--- config.mk ---
export PLATFORM = sky130hd
export DESIGN_NAME = key_debouncer
export DESIGN_NICKNAME = d
export VERILOG_FILES = /design/src/rtl/key_debouncer.sv
export SDC_FILE = /design/constraint.sdc
export NUM_CORES = 1
export LEC_CHECK = 0
export CAP_MARGIN = 15
export CORE_ASPECT_RATIO = 0.9
export CORE_UTILIZATION = 60
export CTS_CLUSTER_SIZE = 12
export DETAILED_ROUTE_END_ITERATION = 10
export PLACE_DENSITY_LB_ADDON = 0.15
export SLEW_MARGIN = 10
export SYNTH_ARGS = -nofsm -noshare
export SYNTH_HDL_FRONTEND = slang
export SYNTH_SLANG_ARGS = --single-unit
--- constraint.sdc ---
create_clock -name CLOCK_50 -period 4.36 [get_ports CLOCK_50]
set_clock_uncertainty 0.2 [all_clocks]
set_input_delay 0.872 -clock CLOCK_50 [delete_from_list [all_inputs] [get_ports CLOCK_50]]
set_output_delay 0.872 -clock CLOCK_50 [all_outputs]
set_load 0.01 [all_outputs]
--- src/rtl/key_debouncer.sv ---
`default_nettype none
// +--------------------------------------------------------------------------+
// | key_debouncer: synchronises and debounces active-low pushbuttons into    |
// | clean levels, press/release strobes and a press-toggled level per key.   |
// | Revision: 1.0                                                            |
// +--------------------------------------------------------------------------+
module key_debouncer #(
   parameter int NKEYS           = 4,
   parameter int DEBOUNCE_CYCLES = 500000
) (
   input  logic             CLOCK_50,
   input  logic             Resetn,
   input  logic [NKEYS-1:0] KEY,
   output logic [NKEYS-1:0] pressed,
   output logic [NKEYS-1:0] press_pulse,
   output logic [NKEYS-1:0] release_pulse,
   output logic [NKEYS-1:0] toggle
);

   localparam int CW = $clog2(DEBOUNCE_CYCLES + 1);
   localparam logic [CW-1:0] C_CNT_LAST = CW'(DEBOUNCE_CYCLES - 1);

   typedef enum logic [1:0] {
      S_RELEASED        = 2'd0,
      S_PRESS_PENDING   = 2'd1,
      S_PRESSED         = 2'd2,
      S_RELEASE_PENDING = 2'd3
   } state_t;

   generate
      for (genvar k = 0; k < NKEYS; k++) begin : g_key
         logic          r_meta;
         logic          r_sync;
         logic          w_ks;
         logic [CW-1:0] r_cnt;
         state_t        r_state;
         logic          r_pressed;
         logic          r_press_pulse;
         logic          r_release_pulse;
         logic          r_toggle;

         // Flops hold the raw active-low level, so reset loads "released".
         always_ff @(posedge CLOCK_50) begin
            if (!Resetn) begin
               r_meta <= 1'b1;
               r_sync <= 1'b1;
            end else begin
               r_meta <= KEY[k];
               r_sync <= r_meta;
            end
         end

         assign w_ks = ~r_sync;

         always_ff @(posedge CLOCK_50) begin
            if (!Resetn) begin
               r_state         <= S_RELEASED;
               r_cnt           <= '0;
               r_pressed       <= 1'b0;
               r_press_pulse   <= 1'b0;
               r_release_pulse <= 1'b0;
               r_toggle        <= 1'b0;
            end else begin
               r_press_pulse   <= 1'b0;
               r_release_pulse <= 1'b0;

               // Any agreement restarts the count; reaching the last value means acceptance.
               if ((w_ks == r_pressed) || (r_cnt == C_CNT_LAST)) begin
                  r_cnt <= '0;
               end else begin
                  r_cnt <= r_cnt + CW'(1);
               end

               case (r_state)
                  S_RELEASED: begin
                     if (w_ks) begin
                        r_state <= S_PRESS_PENDING;
                     end
                  end
                  S_PRESS_PENDING: begin
                     if (!w_ks) begin
                        r_state <= S_RELEASED;
                     end else if (r_cnt == C_CNT_LAST) begin
                        r_state       <= S_PRESSED;
                        r_pressed     <= 1'b1;
                        r_press_pulse <= 1'b1;
                        r_toggle      <= ~r_toggle;
                     end
                  end
                  S_PRESSED: begin
                     if (!w_ks) begin
                        r_state <= S_RELEASE_PENDING;
                     end
                  end
                  S_RELEASE_PENDING: begin
                     if (w_ks) begin
                        r_state <= S_PRESSED;
                     end else if (r_cnt == C_CNT_LAST) begin
                        r_state         <= S_RELEASED;
                        r_pressed       <= 1'b0;
                        r_release_pulse <= 1'b1;
                     end
                  end
                  default: begin
                     r_state <= S_RELEASED;
                  end
               endcase
            end
         end

         assign pressed[k]       = r_pressed;
         assign press_pulse[k]   = r_press_pulse;
         assign release_pulse[k] = r_release_pulse;
         assign toggle[k]        = r_toggle;
      end
   endgenerate

endmodule
`default_nettype wire

==> impl_metrics.ini, run 1 <==
[floorplanning]
rows = 30
die-area_um2 = 8540
die_h_um = 87.8
core_area_um2 = 7730
initial_core_util_pct = 63.4
ioPinCount = 22
die_x_um = 97.3

[place]
portBuffers = 21
place_congestion = 0.828
hpwlAfterDp_um = 6600

[critical_path]
cp.depth = 5
rr_worst_depth = 5
rr_endpoint = g_key[0].r_cnt[14]
crit_buf_inv = 3
crit_required_ns = 4.43
crit_family = buffers and inverters
ff2ff_setup_slack_ns = 1.82
cp_max_fo = 23
r2r_start = g_key[0].r_cnt[0]
cp.arrival_ns = 2.79
max_stage_delay_ns = 0.66
cp-end-kind = register
crit_path_start = Resetn
path_class = in -> reg
slowest_stage = a311o_1
crit_chain = clkdlybuf4s50_1 -> buf_4 -> inv_1 -> a311o_1 -> o21ba_2
start_kind = input port

[detailed_routing]
drcViolationCount = 0
drt_iter0_drc = 181
finalWirelength_um = 9190
via_count = 3828
firstDrtPassIters = 5
antenna_left = 0
wire_per_inst_um = 14.2
via_per_inst = 5.90

[global_route]
grt_pass1_vias = 3527
gr-usage-all-layers_pct = 22.3
grt_overflow = 0
grt_max_degree = 24
grt_antenna_before_repair = 0
grt_pass1_wl_um = 15600

[cts]
cts.sinks = 108
postCtsSetupBuffers = 0
cts_resized = 0
numCtsBuffers = 9
ctsHtreeMaxLevel = 3
postCtsHoldBufs = 0
cts_tree = built
clkTransAtPathRegs_ns = 0.10
clk_path_buf_depth = 2
cts_root_buffer = clkbuf_8
clk_latency_ns = 0.37

[final_layout]
regArea_um2 = 2160
nets = 558
multiInputGateArea_um2 = 2470
num_antenna_cells = 0
layout-drive-gt1-share_pct = 5.06
fillers = 648
synthToLayoutAreaGrowth_pct = 6.15

[min_path]
min_to = g_key[3].r_sync
worstHoldPathType = reg -> reg
whs_path_depth = 1
hold_start = g_key[3].r_meta

[power]
power.density_cell_area_nw_per_um2 = 309
p_leak_nw = 1.59
vdd_drop_max_mv = 0.250
p_total_mw = 1.61

[logic_synthesis]
yosysMostFrequentCell = dfxtp_1
synth_nets = 560
async_flop_share_pct = 0
syn_area_um2 = 4900
yosysUniqueCellTypes = 51
yosys_warnings = 0
synth_seq_cells = 108
netlist_top_cells_area = dfxtp_1, nor2_1, xnor2_1
synthTopCellsByCount = dfxtp_1, nor2_1, nand2_1
synthFlopType = dfxtp_1
yosysTopAreaCell = dfxtp_1
synthCells = 550
seq_area_frac_synth_pct = 44.1
synth_edf_count = 0
yosys.area.top_type_share_pct = 44.1
avgSynthCellArea_um2 = 8.92

[sta]
hold_violations = 0
max_freq_ghz = 0.367
rsz0062_at_grt = no
min_period_over_period_pct = 62.4
setup-tns-final_ns = 0
maxSlewViolCount = 0
relSlewSlack_pct = 28.9
finalSetupViolations = 0
period_minus_slack_ns = 2.72
worst_pin_slew_ns = 1.06

[job]
maxCapViolations = 0

[run_status]
status = finished, final reports clean
[placed cells by master, fill, tap and decap left out, drive strengths merged, types with 6 or more instances in the layout]
master / instances
dfxtp: 108
nor2: 70
nand2: 32
nand4: 30
xnor2: 29
nand3: 25
xor2: 25
a21oi: 23
clkdlybuf4s50: 21
and4: 16
nor4: 16
inv: 16
o21ai: 12
nor3: 12
or4: 12
or3: 11
nand2b: 10
o31ai: 9
clkbuf: 9
and2: 9
and3: 8
nor4b: 6
[state kept, by name, indices dropped and copies added, names as in the netlist, named ones only]
register               flops
g_key.r_cnt               76
g_key.r_meta               4
g_key.r_press_pulse        4
g_key.r_pressed            4
g_key.r_release_pulse      4
g_key.r_state              4
g_key.r_sync               4
g_key.r_toggle             4
[cell families after synthesis]
group / count (synthesis) / share of synthesized area [%]
buf+inv: 48 / 5.46
simple gates: 265 / 30.2
fa+ha+maj: 4 / 1.02
compound gates: 67 / 8.83
mux: 4 / 0.816
flops: 108 / 44.1
xor+xnor: 54 / 9.64
[final cells by class]
| type | instances | area share (%) |
|---|---|---|
| clock inverters | 7 | 1.13 |
| well taps | 96 | 2.31 |
| inverters | 13 | 0.937 |
| flip-flops and latches | 108 | 41.5 |
| multi-input cells | 394 | 47.5 |
| repair buffers | 22 | 4.18 |
| clock buffers | 9 | 2.38 |
[worst max-delay path by stage]
stage | to
after floorplan | g_key[2].r_cnt[11]
after global placement | g_key[3].r_cnt[9]
after detailed placement | g_key[3].r_cnt[9]
after CTS | g_key[3].r_cnt[9]
after global routing | g_key[3].r_cnt[9]
final | g_key[3].r_cnt[9]
[report_power, final]
| group | internal, mW | switching (mW) |
|---|---|---|
| Sequential | 0.994 | 0.00808 |
| Clock | 0.217 | 0.348 |
| Combinational | 0.0177 | 0.0248 |
| Total | 1.23 | 0.381 |
[metal layers]
metal  part of all wire [%]  wire, um  global-route usage (%)
met4                   0.44        40                    4.55
met5                      0         0                       0
met1                     49      4490                    29.0
met3                    5.6       512                    5.83
met2                     45      4150                    37.9
[through the flow]
stage / area (um2) / instances / hold slack, ns / setup slack (ns) / util (%)
finish: 5210 / 649 / 0.219 / 1.64 / 67.3
global route: 5210 / 649 / 0.239 / 1.51 / 67.3
CTS: 5210 / 649 / 0.226 / 1.66 / 67.3
detailed placement: 5020 / 633 / 0.199 / 1.25 / 65.0
global placement: 5020 / 633 / 0.192 / 1.28 / 65.0
floorplan: 4900 / 550 / 0.186 / 2.41 / -
[worst register-to-register path: stages (launching register included)]
cell and delay, ns:
dfxtp_1 0.40, ha_1 0.32, and4_1 0.32, nand4_1 0.16
o21bai_1 0.87, nor2_1 0.13
Power figures use the tool's default switching activity.
==> run 2, diff against run 1 <==
==> constraint.sdc (replaced) <==
create_clock -name CLOCK_50 -period 2.81 [get_ports CLOCK_50]
set_clock_uncertainty 0.2 [all_clocks]
set_input_delay 0.562 -clock CLOCK_50 [delete_from_list [all_inputs] [get_ports CLOCK_50]]
set_output_delay 0.562 -clock CLOCK_50 [all_outputs]
set_load 0.01 [all_outputs]
==> run 2 against run 1 <==
Net effect:
- die area unchanged
- utilization increased by 0.53 points
- sequential power increased by 56%
- sequential share of layout area decreased by 0.33 points
- routed wire length decreased by 0.96%
- cell area increased by 0.79%
- critical path depth decreased by 1
- global-route usage about the same
- combinational power increased by 62%
- largest cell class unchanged
- largest power group unchanged
==> impl_metrics.ini, run 2 (synthesis gave the netlist of run 1 again) <==
[detailed_routing]
wire_per_inst_um = 14.0
antenna_left = 0
firstDrtPassIters = 4
drcViolationCount = 0
via_count = 3855
drt_iter0_drc = 143
finalWirelength_um = 9100
via_per_inst = 5.92

[final_layout]
final_common_cell = dfxtp_1
regMostFlops = g_key.r_cnt
largest_register_ffs = 76
fin_util_pct = 67.9
regArea_um2 = 2160
multiInputGateArea_um2 = 2470
synthToLayoutAreaGrowth_pct = 6.99
most-common-layout-cells = dfxtp_1, nor2_1, nand2_1, xnor2_1, nand4_1
final_cell_area_um2 = 5250
fillers = 644
layout-drive-gt1-share_pct = 5.41
num_antenna_cells = 0
nets = 560

[sta]
worst_pin_slew_ns = 0.745
max_freq_ghz = 0.435
rsz0062_at_grt = no
relSlewSlack_pct = 50.4
setup-tns-final_ns = 0
min_period_over_period_pct = 81.8
maxSlewViolCount = 0
hold_violations = 0
setup_ws_ns = 0.512
finalSetupViolations = 0
period_minus_slack_ns = 2.30

[cts]
clkTransAtPathRegs_ns = 0.10
clk_latency_ns = 0.36
ctsHtreeMaxLevel = 3
cts_resized = 0
postCtsSetupBuffers = 0
cts_tree = built
postCtsHoldBufs = 0
numCtsBuffers = 9
clk_path_buf_depth = 2
cts_root_buffer = clkbuf_8
cts.sinks = 108

[floorplanning]
core_area_um2 = 7730
initial_core_util_pct = 63.4
ioPinCount = 22
die_h_um = 87.8
die-area_um2 = 8540
die_x_um = 97.3
rows = 30

[critical_path]
start_kind = register
crit_buf_inv = 0
crit_family = compound AO/OA/AOI/OAI gates
slowest_stage = a311o_1
cp-end-kind = register
path_class = reg -> reg
cp_max_fo = 19
crit_required_ns = 2.88
crit_chain = nor4b_1 -> and4_1 -> a311o_1 -> o21ba_2
max_stage_delay_ns = 0.67
cp.arrival_ns = 2.37

[global_route]
grt_max_degree = 21
gr-usage-all-layers_pct = 22.2
grt_pass1_wl_um = 15700
grt_pass1_vias = 3442
grt_overflow = 0
grt_antenna_before_repair = 0

[power]
p_switching_mw = 0.584
p_int_mw = 2.02
power.density_cell_area_nw_per_um2 = 495
p_sw_share_pct = 22.5
pwr-share-clk_pct = 37.5
pwr-share-seq_pct = 59.8
share_comb_of_total_power_pct = 2.7
vdd_drop_max_mv = 0.311
p_leak_nw = 1.61

[place]
place_congestion = 0.831
dpl_cell_area_um2 = 5040
portBuffers = 21
hpwlAfterDp_um = 6500
dp_slack_ns = 0.443

[min_path]
worstHoldPathType = reg -> reg

[run_status]
status = finished, final reports clean

[job]
maxCapViolations = 0
## run 2: changes by cell type in the layout (fill, tap and decap cells not counted)
cell | previous run | this run
clkbuf_8 | 9 | 10
buf_4 | 1 | 3
inv_8 | 1 | 0
inv_6 | 2 | 1
clkinvlp_4 | 1 | 2
clkinv_2 | 1 | 0
bufinv_16 | 0 | 1
## run 2: worst paths after layout
path	startpoint	endpoint	slack, ns	depth (start not counted)
setup / recovery	g_key[3].r_cnt[8]	g_key[3].r_cnt[9]	0.51	4
hold / removal	g_key[0].r_meta	g_key[0].r_sync	0.21	1
setup reg to reg	g_key[3].r_cnt[8]	g_key[3].r_cnt[9]	0.51	4
hold reg to reg	g_key[0].r_meta	g_key[0].r_sync	0.21	1
## run 2: metrics by stage
stage	hold WS, ns	power, mW	std cells
detailed placement	0.191	1.66	635
global route	0.220	2.69	651
finish	0.212	2.60	651
global placement	0.190	1.66	635
floorplan	0.186	1.64	550
CTS	0.214	2.62	651
## run 2: area by class of cell
type	count	share of cell area, %
multi-input combinational	394	47.2
sequential	108	41.2
timing repair buffer	24	4.43
clock buffer	10	2.62
tap	96	2.29
clock inverter	6	1.36
inverter	13	0.930
## run 2: layer usage
layer,wire (um),up-vias,part of all wire [%],global-route usage [%]
met2,4130,62,45,36.0
li1,-,1962,-,-
met5,0,-,0,0
met4,61,0,0.67,5.61
met1,4610,1825,51,30.7
met3,301,6,3.3,4.71
## run 2: power by group through the flow
| stage | Combinational (mW) | Clock [mW] | Sequential, mW |
|---|---|---|---|
| final | 0.0690 | 0.975 | 1.56 |
| after global routing | 0.0775 | 1.05 | 1.56 |
| after CTS | 0.0698 | 0.997 | 1.56 |
| after detailed placement | 0.0694 | 0 | 1.59 |
| after global placement | 0.0679 | 0 | 1.59 |
| after floorplan | 0.0498 | 0 | 1.59 |
